<file path="src/rtl/common_pkg.sv">
// Shared scalar types used across the pipeline.
package common;
    typedef logic [31:0] u32;
    typedef logic [63:0] u64;
    typedef u64          addr_t;
endpackage

</file>
<file path="src/rtl/pipes_pkg.sv">
// Inter-stage payload types and fetch-stage local types.
package pipes;
    import common::*;

    // Address of the first fetch after reset.
    localparam addr_t PC_RESET = 64'h0000_0000_8000_0000;

    // Payload handed from fetch to decode.
    typedef struct packed {
        logic  valid;
        addr_t pc_now;
        u32    raw_instr;
    } data_fetch_t;

    // S_KILL waits out a stale bus response after a redirect.
    typedef enum logic [1:0] {
        S_REQ  = 2'd0,
        S_KILL = 2'd1,
        S_FULL = 2'd2
    } fetch_state_t;

    // One-entry skid buffer contents.
    typedef struct packed {
        logic  valid;
        addr_t pc;
        u32    instr;
    } fetch_entry_t;
endpackage

</file>
<file path="src/rtl/instr_fetch.sv">
// Fetch stage: owns the PC, drives the instruction bus, and feeds decode one
// instruction per cycle. A one-entry skid buffer absorbs decode stalls, and a
// kill state swallows the wrong-path response that is in flight at a redirect.
module instr_fetch
    import common::*;
    import pipes::*;
#(
    parameter addr_t PC_RESET = pipes::PC_RESET
) (
    input  logic        clk,
    input  logic        reset,
    output logic        ireq_valid,
    output addr_t       ireq_addr,
    input  logic        iresp_data_ok,
    input  u32          iresp_data,
    input  logic        stall,
    input  logic        branch,
    input  addr_t       branch_target,
    output data_fetch_t data_f
);

    fetch_state_t state_q;
    addr_t        pc_q;
    addr_t        req_addr_q;
    data_fetch_t  out_q;
    fetch_entry_t buf_q;

    logic out_free;
    logic redirect;

    // OUT can take new data when empty or being consumed this cycle;
    // a branch seen under stall is ignored since decode re-presents it.
    always_comb begin
        out_free = !out_q.valid || !stall;
        redirect = branch && !stall;
    end

    // Bus request is live in every state except S_FULL; reset forces it low.
    always_comb begin
        ireq_valid = !reset && (state_q != S_FULL);
        ireq_addr  = req_addr_q;
        data_f     = out_q;
    end

    // Fetch FSM, PC, output register and skid buffer.
    always_ff @(posedge clk or posedge reset) begin
        if (reset) begin
            state_q    <= S_REQ;
            pc_q       <= PC_RESET;
            req_addr_q <= PC_RESET;
            out_q      <= '0;
            buf_q      <= '0;
        end else begin
            // A consumed OUT drops out unless refilled below.
            if (!stall) out_q.valid <= 1'b0;

            unique case (state_q)
                S_REQ: begin
                    if (iresp_data_ok) begin
                        if (redirect) begin
                            // Response belongs to the wrong path: discard it.
                            pc_q       <= branch_target;
                            req_addr_q <= branch_target;
                        end else begin
                            if (out_free) begin
                                out_q <= '{valid: 1'b1, pc_now: req_addr_q, raw_instr: iresp_data};
                            end else begin
                                buf_q   <= '{valid: 1'b1, pc: req_addr_q, instr: iresp_data};
                                state_q <= S_FULL;
                            end
                            pc_q       <= req_addr_q + 64'd4;
                            req_addr_q <= req_addr_q + 64'd4;
                        end
                    end else if (redirect) begin
                        // Keep the bus address stable until the stale reply lands.
                        pc_q    <= branch_target;
                        state_q <= S_KILL;
                    end
                end
                S_FULL: begin
                    if (redirect) begin
                        buf_q.valid <= 1'b0;
                        pc_q        <= branch_target;
                        req_addr_q  <= branch_target;
                        state_q     <= S_REQ;
                    end else if (!stall) begin
                        out_q   <= '{valid: buf_q.valid, pc_now: buf_q.pc, raw_instr: buf_q.instr};
                        buf_q.valid <= 1'b0;
                        state_q <= S_REQ;
                    end
                end
                S_KILL: begin
                    if (iresp_data_ok) begin
                        // Stale response dropped; a concurrent redirect still wins.
                        pc_q       <= redirect ? branch_target : pc_q;
                        req_addr_q <= redirect ? branch_target : pc_q;
                        state_q    <= S_REQ;
                    end else if (redirect) begin
                        pc_q <= branch_target;
                    end
                end
                default: state_q <= S_REQ;
            endcase
        end
    end

endmodule

</file>
<file path="config.mk">
export PLATFORM = sky130hd
export DESIGN_NAME = instr_fetch
export DESIGN_NICKNAME = d
export VERILOG_FILES = /design/src/rtl/common_pkg.sv /design/src/rtl/pipes_pkg.sv /design/src/rtl/instr_fetch.sv
export SDC_FILE = /design/constraint.sdc
export NUM_CORES = 1
export LEC_CHECK = 0
export CAP_MARGIN = 20
export CELL_PAD_IN_SITES_DETAIL_PLACEMENT = 1
export CELL_PAD_IN_SITES_GLOBAL_PLACEMENT = 1
export CORE_ASPECT_RATIO = 1.1
export CORE_MARGIN = 2
export CORE_UTILIZATION = 25
export CTS_BUF_LIST = sky130_fd_sc_hd__clkbuf_4
export DETAILED_ROUTE_END_ITERATION = 7
export PLACE_DENSITY_LB_ADDON = 0.1
export SYNTH_ARGS = -nofsm -noshare
export SYNTH_HDL_FRONTEND = slang
export SYNTH_SLANG_ARGS = --single-unit
</file>
<file path="constraint.sdc">
create_clock -name clk -period 14.9 [get_ports clk]
set_input_delay 2.235 -clock clk [delete_from_list [all_inputs] [get_ports clk]]
set_output_delay 2.235 -clock clk [all_outputs]
set_load 0.01 [all_outputs]
</file>
# [Word-level counts from Yosys, hierarchy flattened]
# Index checks and enable logic that the tools add are counted.
[word_totals] latch_bits=0 reg_bits=324 n_memories=0 ramBits=0 mem_bits_ro=0 out_inout_bits=162 wordCells=72
[classes] n_eq_ne=15 magnitude_cmp=0 n_addsub=1 muxes=29 n_shift=0 bitwise=2 reduce_logical=16 mul=0 div_mod_pow=0
[ops] cell="$mux W97" count=8
[ops] cell="$mux W64" count=6
[ops] cell="$pmux W97 S2" count=1
[ops] cell="$pmux W64 S3" count=1
[ops] cell="$pmux W64 S2" count=1
[ops] cell="$add A64 B3 Y64 const B" count=1
[ops] cell="$ne A2 B2 Y1 const B" count=9
[ops] cell="$mux W2" count=7
[ops] cell="$ne A3 B3 Y1 const B" count=4
[ops] cell="$reduce_and A5 Y1" count=2
[ops] cell="$reduce_and A4 Y1" count=2
[ops] cell="$pmux W2 S3" count=1
[ops] cell="$reduce_and A6 Y1" count=1
[ops] cell="$reduce_bool A2 Y1" count=2
[ops] cell="$logic_not A1 Y1" count=3
[ops] cell="$mux W1" count=3
[ops] cell="$reduce_bool A3 Y1" count=1
[ops] cell="$eq A2 B1 Y1 const B" count=1
[ops] cell="$eq A2 B2 Y1 const B" count=1
[ops] cell="$logic_and A1 B1 Y1" count=2
[ops] cell="$logic_not A2 Y1" count=1
[ops] cell="$not A1 Y1" count=2
[ops] cell="$pmux W1 S2" count=1
[ops] cell="$reduce_or A2 Y1" count=1
[ops] cell="$logic_or A1 B1 Y1" count=1

# [Depth between registers and ports, before layout]
[depth] word_depth=6 ltp_mapped=10

# [Worst setup path after synthesis]
# OpenSTA, ideal clock, no wires.
[synth_timing] path_kind="input port to output port" startpoint="input port reset" endpoint="output port ireq_valid" path_slack_ns=10.273 t_arrival_ns=2.392 path_buffers=0 stages=1 cell_sequence="nor2_1"
[synth_between] elab_chain_len=2
[synth_lines] element="start: declaration" line="instr_fetch.sv:11" source="input logic reset,"
[synth_lines] element="$logic_not A1 Y1 (no line)"
[synth_lines] element="$logic_and A1 B1 Y1" line="instr_fetch.sv:40" source="ireq_valid = !reset && (state_q != S_FULL);"
[synth_lines] element="end: declaration" line="instr_fetch.sv:12" source="output logic ireq_valid,"
# Every way passes these cells.

# [Worst setup path after layout]
# Ends and elaborated chain as after synthesis.

==> reports/metrics.cfg <==
[floorplan]
die_area_um2=69100
dieHeight_um=276
start_util_pct=25.3
coreArea_um2=66300
io_pins=263
num_rows=99
die_x_um=251

[sta]
max_freq_mhz=177
whs_ns=0.486
tns_ns=0
final-hold-violation-count=0
period_minus_slack_ns=5.66
finalCritPeriodShare_pct=38.0
maxSlewHeadroom_pct=22.1
skew_ns=0.0478
worst_pin_slew_ns=1.16
setup_violations=0
rsz0062_at_grt=false
maxSlewViolCount=0

[grt]
grt_max_degree=193
grt_overflow=0
grt_pass1_wl_mm=106
antenna_found_initial=6
grt_use_total_pct=20.1
first_global_vias=16300

[synthesis]
yosys.area_share.adder_pct=0.373
synth_edf_count=0
syn-mean-instance-area_um2=9.59
synthCells=1747
syn_area_um2=16800
synth_nets=1853
synth-xor-area-share_pct=3.03
ys_ff_latch=324
synth_top_family_by_area=compound AO/OA/AOI/OAI gates
synthSimpleGateAreaFrac_pct=12.6
ys_types=77
synth_compound_gate_area_share_pct=23.7
yosys_warnings=0
async_flop_share_pct=100
ys.flop_type=dfrtp_1
synthMuxAreaShare_pct=6.94
yosysSeqAreaShare_pct=48.4

[hold_path]
min_path_cells=2
hp-class=flop to flop

[setup_path]
path_buf_inv=2
cpPeakStageDelay_ns=0.55
critPathKind=primary input to output pin
crit_chain=clkdlybuf4s50_1 > nor2_1 > clkdlybuf4s50_1
crit_cells=3
endpoint_kind=output pin
path_common_cell=clkdlybuf4s50_1
worstSetupStartpointType=primary input
cp.arrival_ns=3.43
path_delay_family=buffers and inverters
required_ns=12.66
cp_max_fo=2
slowest_stage=clkdlybuf4s50_1
r2r_cells=9

[drt]
first_pass_iters=5
antenna_left=0
drc=0
drtIter0Drc=837
avgRoutedWirePerCell_um=23.9
routed_wl_mm=69.1
vias=15100
via_per_inst=5.24

[pwr]
vdd_drop_max_mv=0.0742
p_per_area_nw_per_um2=231
p_leak_nw=8.26

[clock_network]
cts_num_sinks=324
postCtsHoldBufs=0
cts_resized=0
clock_path_buffers=3
postCtsSetupBuffers=0
clkLatencyLatePin_ns=0.85
cts-htree-levels=3
clk_pin_slew_ns=0.06
cts_tree=done
cts_made_buffers=98
cts_root_buf=clkbuf_4

[final_layout]
areaGrowthSynthToFinish_pct=26.7
finalNetCount=2082
drive_above_1_share_pct=14.8
stdcell_area_um2=21200

[placed_design]
io_buffer_count=262
dpl_cell_area_um2=20000
gp_congestion=0.761
dp_hpwl_mm=43.5

[status]
status=completed

[run]
cap_viol_max_count=0

## worst reg2reg max path, cell delays in order (launching register included)
cell and delay, ns:
dfrtp_1 0.41, inv_1 0.10, ha_1 0.32, clkinv_1 0.08, buf_4 0.42, nand2_1 0.50, a21oi_4 0.73, buf_4 0.58
o22ai_1 0.17, a21oi_1 0.20
## synth_stat cells (10+ instances only)
library cell / instances / share of area [%]
a22o_1: 20 / 1.0
nand3_1: 20 / 0.60
o21ai_0: 121 / 3.6
and4_1: 13 / 0.68
inv_1: 18 / 0.40
nor3_1: 27 / 0.81
clkbuf_1: 117 / 2.6
nor2_1: 163 / 3.7
mux2i_1: 15 / 0.90
buf_2: 13 / 0.39
xor2_1: 20 / 1.0
o22ai_1: 44 / 1.6
xnor2_1: 38 / 2.0
dfrtp_1: 322 / 48
buf_1: 14 / 0.31
nand2_1: 139 / 3.1
a31oi_1: 16 / 0.60
o22a_1: 23 / 1.2
a22oi_1: 129 / 5.8
a21oi_1: 190 / 5.7
or3_1: 15 / 0.56
mux2_2: 90 / 6.0
nand4_1: 20 / 0.75
and3_1: 11 / 0.41
a211oi_1: 10 / 0.45
## through the flow
| stage | std cells | setup slack, ns | util (%) | power [mW] |
|---|---|---|---|---|
| after floorplan | 1747 | 3.70 | - | 2.99 |
| after detailed placement | 2734 | 9.10 | 30.2 | 4.07 |
| final | 2892 | 9.24 | 32.0 | 4.91 |
| after global placement | 2734 | 9.15 | 30.2 | 4.00 |
| after CTS | 2891 | 9.23 | 32.0 | 5.00 |
| after global routing | 2892 | 9.19 | 32.0 | 5.31 |
## power by group
group | internal (mW) | switching, mW | leakage [nW]
Clock | 0.466 | 0.417 | 0.698
Sequential | 1.32 | 0.439 | 3.89
Combinational | 1.02 | 1.25 | 3.67
Total | 2.80 | 2.11 | 8.26
## per-layer routing
metal	global-route usage [%]	routed length [um]	vias up
met4	8.54	2430	6
met3	3.87	3160	141
met5	0	33	-
met2	33.2	32900	389
met1	25.8	30600	7684
li1	-	-	6925
## state kept, by name, indices dropped and copies added, names as in the netlist
register and count:
buf_q 97, state_q 2, ireq_addr 64, pc_q 64, data_f 97
## logic make-up (layout without fill, tap and decap cells)
group / count (synthesis) / after routing
AOI/OAI and AO/OA: 626 / 626
and+or+nand+nor: 447 / 447
DFF: 324 / 324
buffers and inverters: 182 / 468
muxes: 105 / 105
xor gates and xnor gates: 58 / 58
adders and majority gates: 5 / 5
other: 0 / 1
## area by class of cell
class | instances | area (um^2)
repair buffers | 292 | 2870
well taps | 858 | 1070
diodes | 1 | 2.50
clock inverters | 20 | 158
clock buffers | 137 | 1030
multi-input cells | 1241 | 7900
flip-flops and latches | 324 | 8110
inverters | 19 | 78.8
fillers | 7560 | 45000
## worst paths after layout
kind | start | end | slack (ns)
max in group asynchronous | reset | data_f[91] | 10.67
min reg2reg | pc_q[1] | pc_q[1] | 0.49
min in group asynchronous | reset | data_f[63] | 1.96
max reg2reg | state_q[0] | pc_q[28] | 11.29
max | reset | ireq_valid | 9.24
min | pc_q[1] | pc_q[1] | 0.49
## cell usage in the layout, fill, tap and decap left out, types with 20 or more instances in the layout
master / instances
o22ai_1: 44
o21ai_0: 120
nand2_1: 138
a21oi_1: 189
mux2_2: 90
clkbuf_4: 137
nor3_1: 26
a22o_1: 20
nand3_1: 20
xor2_1: 20
xnor2_1: 38
buf_4: 28
o22a_1: 23
clkdlybuf4s50_1: 262
a22oi_1: 129
dfrtp_1: 322
nor2_1: 162
nand4_1: 20
Power figures use the tool's default switching activity.
==> edit 1 (same flow settings) <==
Add an input register stage for `branch_target`, without a reset; this delays it by one clock. The other inputs are not delayed to match.
--- a/src/rtl/instr_fetch.sv
+++ b/src/rtl/instr_fetch.sv
@@ -18,6 +18,12 @@
     input  addr_t       branch_target,
     output data_fetch_t data_f
 );
+
+    addr_t branch_target_q;
+
+    always_ff @(posedge clk) begin
+        branch_target_q <= branch_target;
+    end
 
     fetch_state_t state_q;
     addr_t        pc_q;
@@ -59,8 +65,8 @@
                     if (iresp_data_ok) begin
                         if (redirect) begin
                             // Response belongs to the wrong path: discard it.
-                            pc_q       <= branch_target;
-                            req_addr_q <= branch_target;
+                            pc_q       <= branch_target_q;
+                            req_addr_q <= branch_target_q;
                         end else begin
                             if (out_free) begin
                                 out_q <= '{valid: 1'b1, pc_now: req_addr_q, raw_instr: iresp_data};
@@ -73,15 +79,15 @@
                         end
                     end else if (redirect) begin
                         // Keep the bus address stable until the stale reply lands.
-                        pc_q    <= branch_target;
+                        pc_q    <= branch_target_q;
                         state_q <= S_KILL;
                     end
                 end
                 S_FULL: begin
                     if (redirect) begin
                         buf_q.valid <= 1'b0;
-                        pc_q        <= branch_target;
-                        req_addr_q  <= branch_target;
+                        pc_q        <= branch_target_q;
+                        req_addr_q  <= branch_target_q;
                         state_q     <= S_REQ;
                     end else if (!stall) begin
                         out_q   <= '{valid: buf_q.valid, pc_now: buf_q.pc, raw_instr: buf_q.instr};
@@ -92,11 +98,11 @@
                 S_KILL: begin
                     if (iresp_data_ok) begin
                         // Stale response dropped; a concurrent redirect still wins.
-                        pc_q       <= redirect ? branch_target : pc_q;
-                        req_addr_q <= redirect ? branch_target : pc_q;
+                        pc_q       <= redirect ? branch_target_q : pc_q;
+                        req_addr_q <= redirect ? branch_target_q : pc_q;
                         state_q    <= S_REQ;
                     end else if (redirect) begin
-                        pc_q <= branch_target;
+                        pc_q <= branch_target_q;
                     end
                 end
                 default: state_q <= S_REQ;
Check against the original RTL: not settled (the Yosys comparison gave no result); the edit may change what the design does.
==> edit 1 against the original RTL <==
Cell count increased by 7.4%. Area after synthesis increased by 6.7%. Via count increased by 4.9%. Critical path depth unchanged. Clock power increased by 19%. First-iteration DRC count increased by 12%. Wire length increased by 6.5%. Sequential power increased by 12%. Worst setup slack got worse by 0.0092 ns. Power increased by 9.5%. Sequential cell count increased by 64. Final area increased by 8.0%. Synthesized cell count increased by 3.9%. Largest power group unchanged.
==> edit 1: results (changes against the original RTL) <==
* Status: completed (unchanged)
* Detailed placement HPWL at 48130 um (was 43520 um)
* DP Area at 0.02138 mm2 (was 0.02003 mm2)
* Top cells by area, synth: dfrtp_1 45%, dfxtp_1 7.2%, a22oi_1 5.6% (was dfrtp_1 48%, mux2_2 6.0%, a22oi_1 5.8%)
* Antenna violations before repair at 5 (was 6)
* Slowest Stage Delay on Critical Path at 0.55 ns (about the same)
* Skew final at 0.05173 ns (was 0.04783 ns)
* Asr flop ratio synth at 0.8351 (was 1.000)
* CTS max path bufs at 3 (unchanged)
* Latest clock arrival within the worst-skew pair at 0.91 ns (was 0.85 ns)
* Post-synth top cells: 322 x dfrtp_1, 199 x a21oi_1, 162 x nor2_1 (was 322 x dfrtp_1, 190 x a21oi_1, 163 x nor2_1)
* Syn nets at 1922 (was 1853)
* Worst slew pin tran at 1.145 ns (was 1.157 ns)
* Largest net degree at the start of global routing at 91 (was 193)
* Number of nets in the layout at 2168 (was 2082)
* Share of layout cells above drive strength 1 at 0.1603 (was 0.1481)
* Placed cells at 2879 (was 2734)
* Post-synthesis sequential area ratio at 0.5251 (was 0.4840)
* Leak Pwr at 9.033 nW (was 8.255 nW)
* Hold Path Origin: buf_q[70]$_DFFE_PP0P_ (was pc_q[1]$_DFFE_PP0P_)
* Cell count after synthesis at 1816 (was 1747)
* Gp weighted congestion at 0.7506 (was 0.7610)
* Number of buffers created by CTS at 117 (was 98)
* Vias in the first global route at 16.77k (was 16.27k)
* Total GRT Usage at 0.1977 (was 0.2011)
* Detailed Route Iter0 Violations at 936 (was 837)
* Hold endpoint: buf_q[70]$_DFFE_PP0P_ (was pc_q[1]$_DFFE_PP0P_)
* Peak VDD IR at 0.00008825 V (was 0.00007421 V)
* Post-synth cell types at 69 (was 77)
* R2r setup slk at 11.04 ns (was 11.29 ns)
* Worst reg2reg path depth at 8 (was 9)
* Crit path DAT at 3.44 ns (was 3.43 ns)
* NetSw at 0.002297 W (was 0.002107 W)
* FF-to-FF End: data_f[75]$_DFFE_PP0P_ (was pc_q[28]$_DFFE_PP0P_)
* WL per Instance at 23.69 um (was 23.90 um)
* Fin cells at 3107 (was 2892)
* First-pass GRT wire length at 109900 um (was 105700 um)
edit 1: changes by cell type after synthesis, moves of 8 or more:
cell	before	now
a21oi_1	190	199
clkbuf_1	117	136
buf_1	14	22
a22o_1	20	10
dfxtp_1	0	64
edit 1: per-layer routing:
metal  share of wire  GRT usage
met3           0.048    0.03576
met2            0.45     0.3071
met1            0.48     0.2758
met5               0          0
met4           0.027    0.06561
edit 1: worst max-delay path, delay by kind of cell:
kind / cells / cell delay, ns
buf+inv: 2 / 1.06
simple gates: 1 / 0.14
edit 1: stage by stage:
stage	hold slack [ns]	setup slack (ns)
2_1_floorplan	0.4492	3.699
3_3_place_gp	0.4616	9.216
3_5_place_dp	0.4723	9.183
4_1_cts	0.4865	9.222
5_1_grt	0.5190	9.172
6_report	0.4807	9.229
edit 1: worst max path at each step:
stage | start | endpoint | slack (ns) | cells after the start
after floorplan | reset | buf_q[0]$_DFFE_PP0P_ | 3.70 | 1
after global placement | reset | ireq_valid | 9.22 | 3
after detailed placement | stall | ireq_addr[15]$_DFFE_PP0P_ | 9.18 | 6
after CTS | reset | ireq_valid | 9.22 | 3
after global routing | reset | ireq_valid | 9.17 | 3
final | reset | ireq_valid | 9.23 | 3
edit 1: cell type report:
type	instances	area (um2)
Antenna cell	6	15.01
Clock buffer	180	1351
Clock inverter	42	176.4
Fill cell	8041	47650
Inverter	24	97.59
Multi-Input combinational cell	1236	7848
Sequential cell	388	9392
Tap cell	936	1171
Timing Repair Buffer	295	2870
edit 1: cells by family (layout without fill, tap and decap cells):
| logic type | Yosys count | in the layout | share of synthesized area |
|---|---|---|---|
| adder cells (fa/ha/maj) | 5 | 5 | 0.003498 |
| buffers and inverters | 192 | 541 | 0.04100 |
| XOR/XNOR | 57 | 57 | 0.02791 |
| multiplexers | 103 | 103 | 0.06373 |
| flip-flops | 388 | 388 | 0.5251 |
| AND/OR/NAND/NOR | 437 | 437 | 0.1140 |
| other | 0 | 6 | 0 |
| AO/OA/AOI/OAI | 634 | 634 | 0.2248 |
edit 1: power by group through the flow:
| stage | clock, W | sequential (W) | combinational (W) |
|---|---|---|---|
| after floorplan | 0 | 0.00185 | 0.00131 |
| after global placement | 0 | 0.00198 | 0.00232 |
| after detailed placement | 0 | 0.00200 | 0.00237 |
| after CTS | 0.00111 | 0.00198 | 0.00238 |
| after global routing | 0.00117 | 0.00204 | 0.00256 |
| final | 0.00105 | 0.00198 | 0.00235 |
==> edit 2 (config.mk and constraints unchanged) <==
Made on the original files. Make the reset (`reset`) synchronous in one clocked block.
--- a/src/rtl/instr_fetch.sv
+++ b/src/rtl/instr_fetch.sv
@@ -43,7 +43,7 @@
     end
 
     // Fetch FSM, PC, output register and skid buffer.
-    always_ff @(posedge clk or posedge reset) begin
+    always_ff @(posedge clk) begin
         if (reset) begin
             state_q    <= S_REQ;
             pc_q       <= PC_RESET;
Behaviour: not the same (a bounded check fails within 4 cycles, from zero or initial values and one cycle with reset high; the reset may be asserted at any time).
==> edit 2 against the original RTL <==
Register-to-register slack worse by 0.18 ns. Sequential share of layout area fell by 7.0 points. Wire length rose by 16%. Maximum frequency shrank 1.2%. Sequential cell count unchanged. Synthesized cell count up 20%. Final area decreased by 2.2%. Via count increased by 16%. Worst setup slack got worse by 0.066 ns. Area after synthesis down 3.4%. Utilization increased by 0.48 points. Clock skew rose by 0.022 ns. Highest routed layer unchanged.
Power is not compared: it rests on default switching activity, and its combinational part moved more than twofold at a synthesized area within 25%.
==> edit 2: results (changes against the original RTL) <==
* Placed cells at 3035 (was 2734)
* Post-synth top cells: 337 x nand2_1, 324 x dfxtp_1, 191 x nor2_1 (was 322 x dfrtp_1, 190 x a21oi_1, 163 x nor2_1)
* Peak VDD IR at 0.00006237 V
* Hold Path Origin: buf_q[13]$_SDFFE_PP0P_ (was pc_q[1]$_DFFE_PP0P_)
* Post-synthesis sequential area ratio at 0.4006 (was 0.4840)
* Number of buffers created by CTS at 97 (was 98)
* Share of layout cells above drive strength 1 at 0.1079 (was 0.1481)
* CP max FO at 119 (was 2)
* Hold_ws at 0.4544 ns (was 0.4860 ns)
* Vias at 17.63k (was 15.15k)
* DP Area at 0.01951 mm2 (was 0.02003 mm2)
* Detailed placement HPWL at 51740 um (was 43520 um)
* Setup slack at placement at 8.440 ns (was 9.096 ns)
* R2r setup slk at 11.11 ns (was 11.29 ns)
* Antenna violations before repair at 3 (was 6)
* Gp weighted congestion at 0.8385 (was 0.7610)
* Syn nets at 2200 (was 1853)
* Hold endpoint: buf_q[13]$_SDFFE_PP0P_ (was pc_q[1]$_DFFE_PP0P_)
* Routed vias/inst at 5.513 (was 5.237)
* Total Wirelength at 80030 um (was 69120 um)
* Vias in the first global route at 18.05k (was 16.27k)
* Asr flop ratio synth at 0 (was 1.000)
* Detailed Route Iter0 Violations at 1113 (was 837)
* FF-to-FF End: pc_q[60]$_SDFFE_PP0P_ (was pc_q[28]$_DFFE_PP0P_)
* Synthesized area per cell at 7.731 um2 (was 9.591 um2)
* Total GRT Usage at 0.2355 (was 0.2011)
* Achievable Freq at 0.1746 GHz (was 0.1766 GHz)
* Worst slew pin tran at 1.094 ns (was 1.157 ns)
* Latest clock arrival within the worst-skew pair at 0.87 ns (was 0.85 ns)
* Status: completed (unchanged)
* Skew final at 0.06955 ns (was 0.04783 ns)
* Largest net degree at the start of global routing at 120 (was 193)
* First-pass GRT wire length at 119100 um (was 105700 um)
* Worst reg2reg path depth at 8 (was 9)
* Crit path DAT at 3.49 ns (was 3.43 ns)
* Reg-to-reg startpoint: state_q[0]$_SDFFE_PP0P_ (was state_q[0]$_DFFE_PP0P_)
* CP max stage cell: buf_8 (was clkdlybuf4s50_1)
* Post-synth cell types at 70 (was 77)
* Slowest Stage Delay on Critical Path at 0.57 ns (was 0.55 ns)
* Critical path's top delay family: buffers and inverters (unchanged)
## edit 2: cell types whose count changed after synthesis, sizes merged, moves of 23 or more
cell    before  now
dfxtp        0  324
nor2       163  191
o22a        23    0
nand2      139  337
a22oi      129   46
nand3       21   45
dfrtp      322    0
clkbuf     125  162
mux2        90    3
nor3        28  130
a221oi       6  112
o22ai       44   20
## edit 2: cell families after synthesis
group                      synth area share
xor gates and xnor gates            0.02435
and+or+nand+nor                      0.2278
adders and majority gates          0.003864
buffers and inverters               0.05827
DFF                                  0.4006
AOI/OAI and AO/OA                    0.2688
muxes                               0.01631
## edit 2: area by class of cell
cell class,count,area [um2]
Multi-Input combinational cell,1533,8866
Clock buffer,142,1066
Fill cell,7653,43090
Tap cell,841,1052
Inverter,26,97.59
Timing Repair Buffer,312,3028
Antenna cell,2,5.005
Clock inverter,17,152.6
Sequential cell,324,6486
## edit 2: worst min-delay path: cells and delay by family, from the launching register on
kind | cells | cell delay [ns]
and+or+nand+nor | 1 | 0.05
AOI/OAI and AO/OA | 1 | 0.05
DFF | 1 | 0.31
## edit 2: routing by layer
layer / GRT usage / up-vias / wire length [um]
met4: 0.08497 / 2 / 2287
met2: 0.3964 / 542 / 38490
met3: 0.03482 / 132 / 3899
met5: 0 / - / 13
met1: 0.3034 / 8854 / 35330
li1: - / 8095 / -
## edit 2: metrics by stage
stage / total power [W] / utilization
5_1_grt: 0.002600 / 0.3251
6_report: 0.002464 / 0.3251
2_1_floorplan: 0.001280 / -
4_1_cts: 0.002502 / 0.3247
3_5_place_dp: 0.001575 / 0.3056
3_3_place_gp: 0.001564 / 0.3053
## edit 2: power by group
group          leakage, nW  total (W)  switching (W)  internal, W
Sequential            2.65    0.00102      0.0000824     0.000933
Combinational         3.55   0.000540       0.000318     0.000222
Clock                0.729   0.000909       0.000427     0.000482
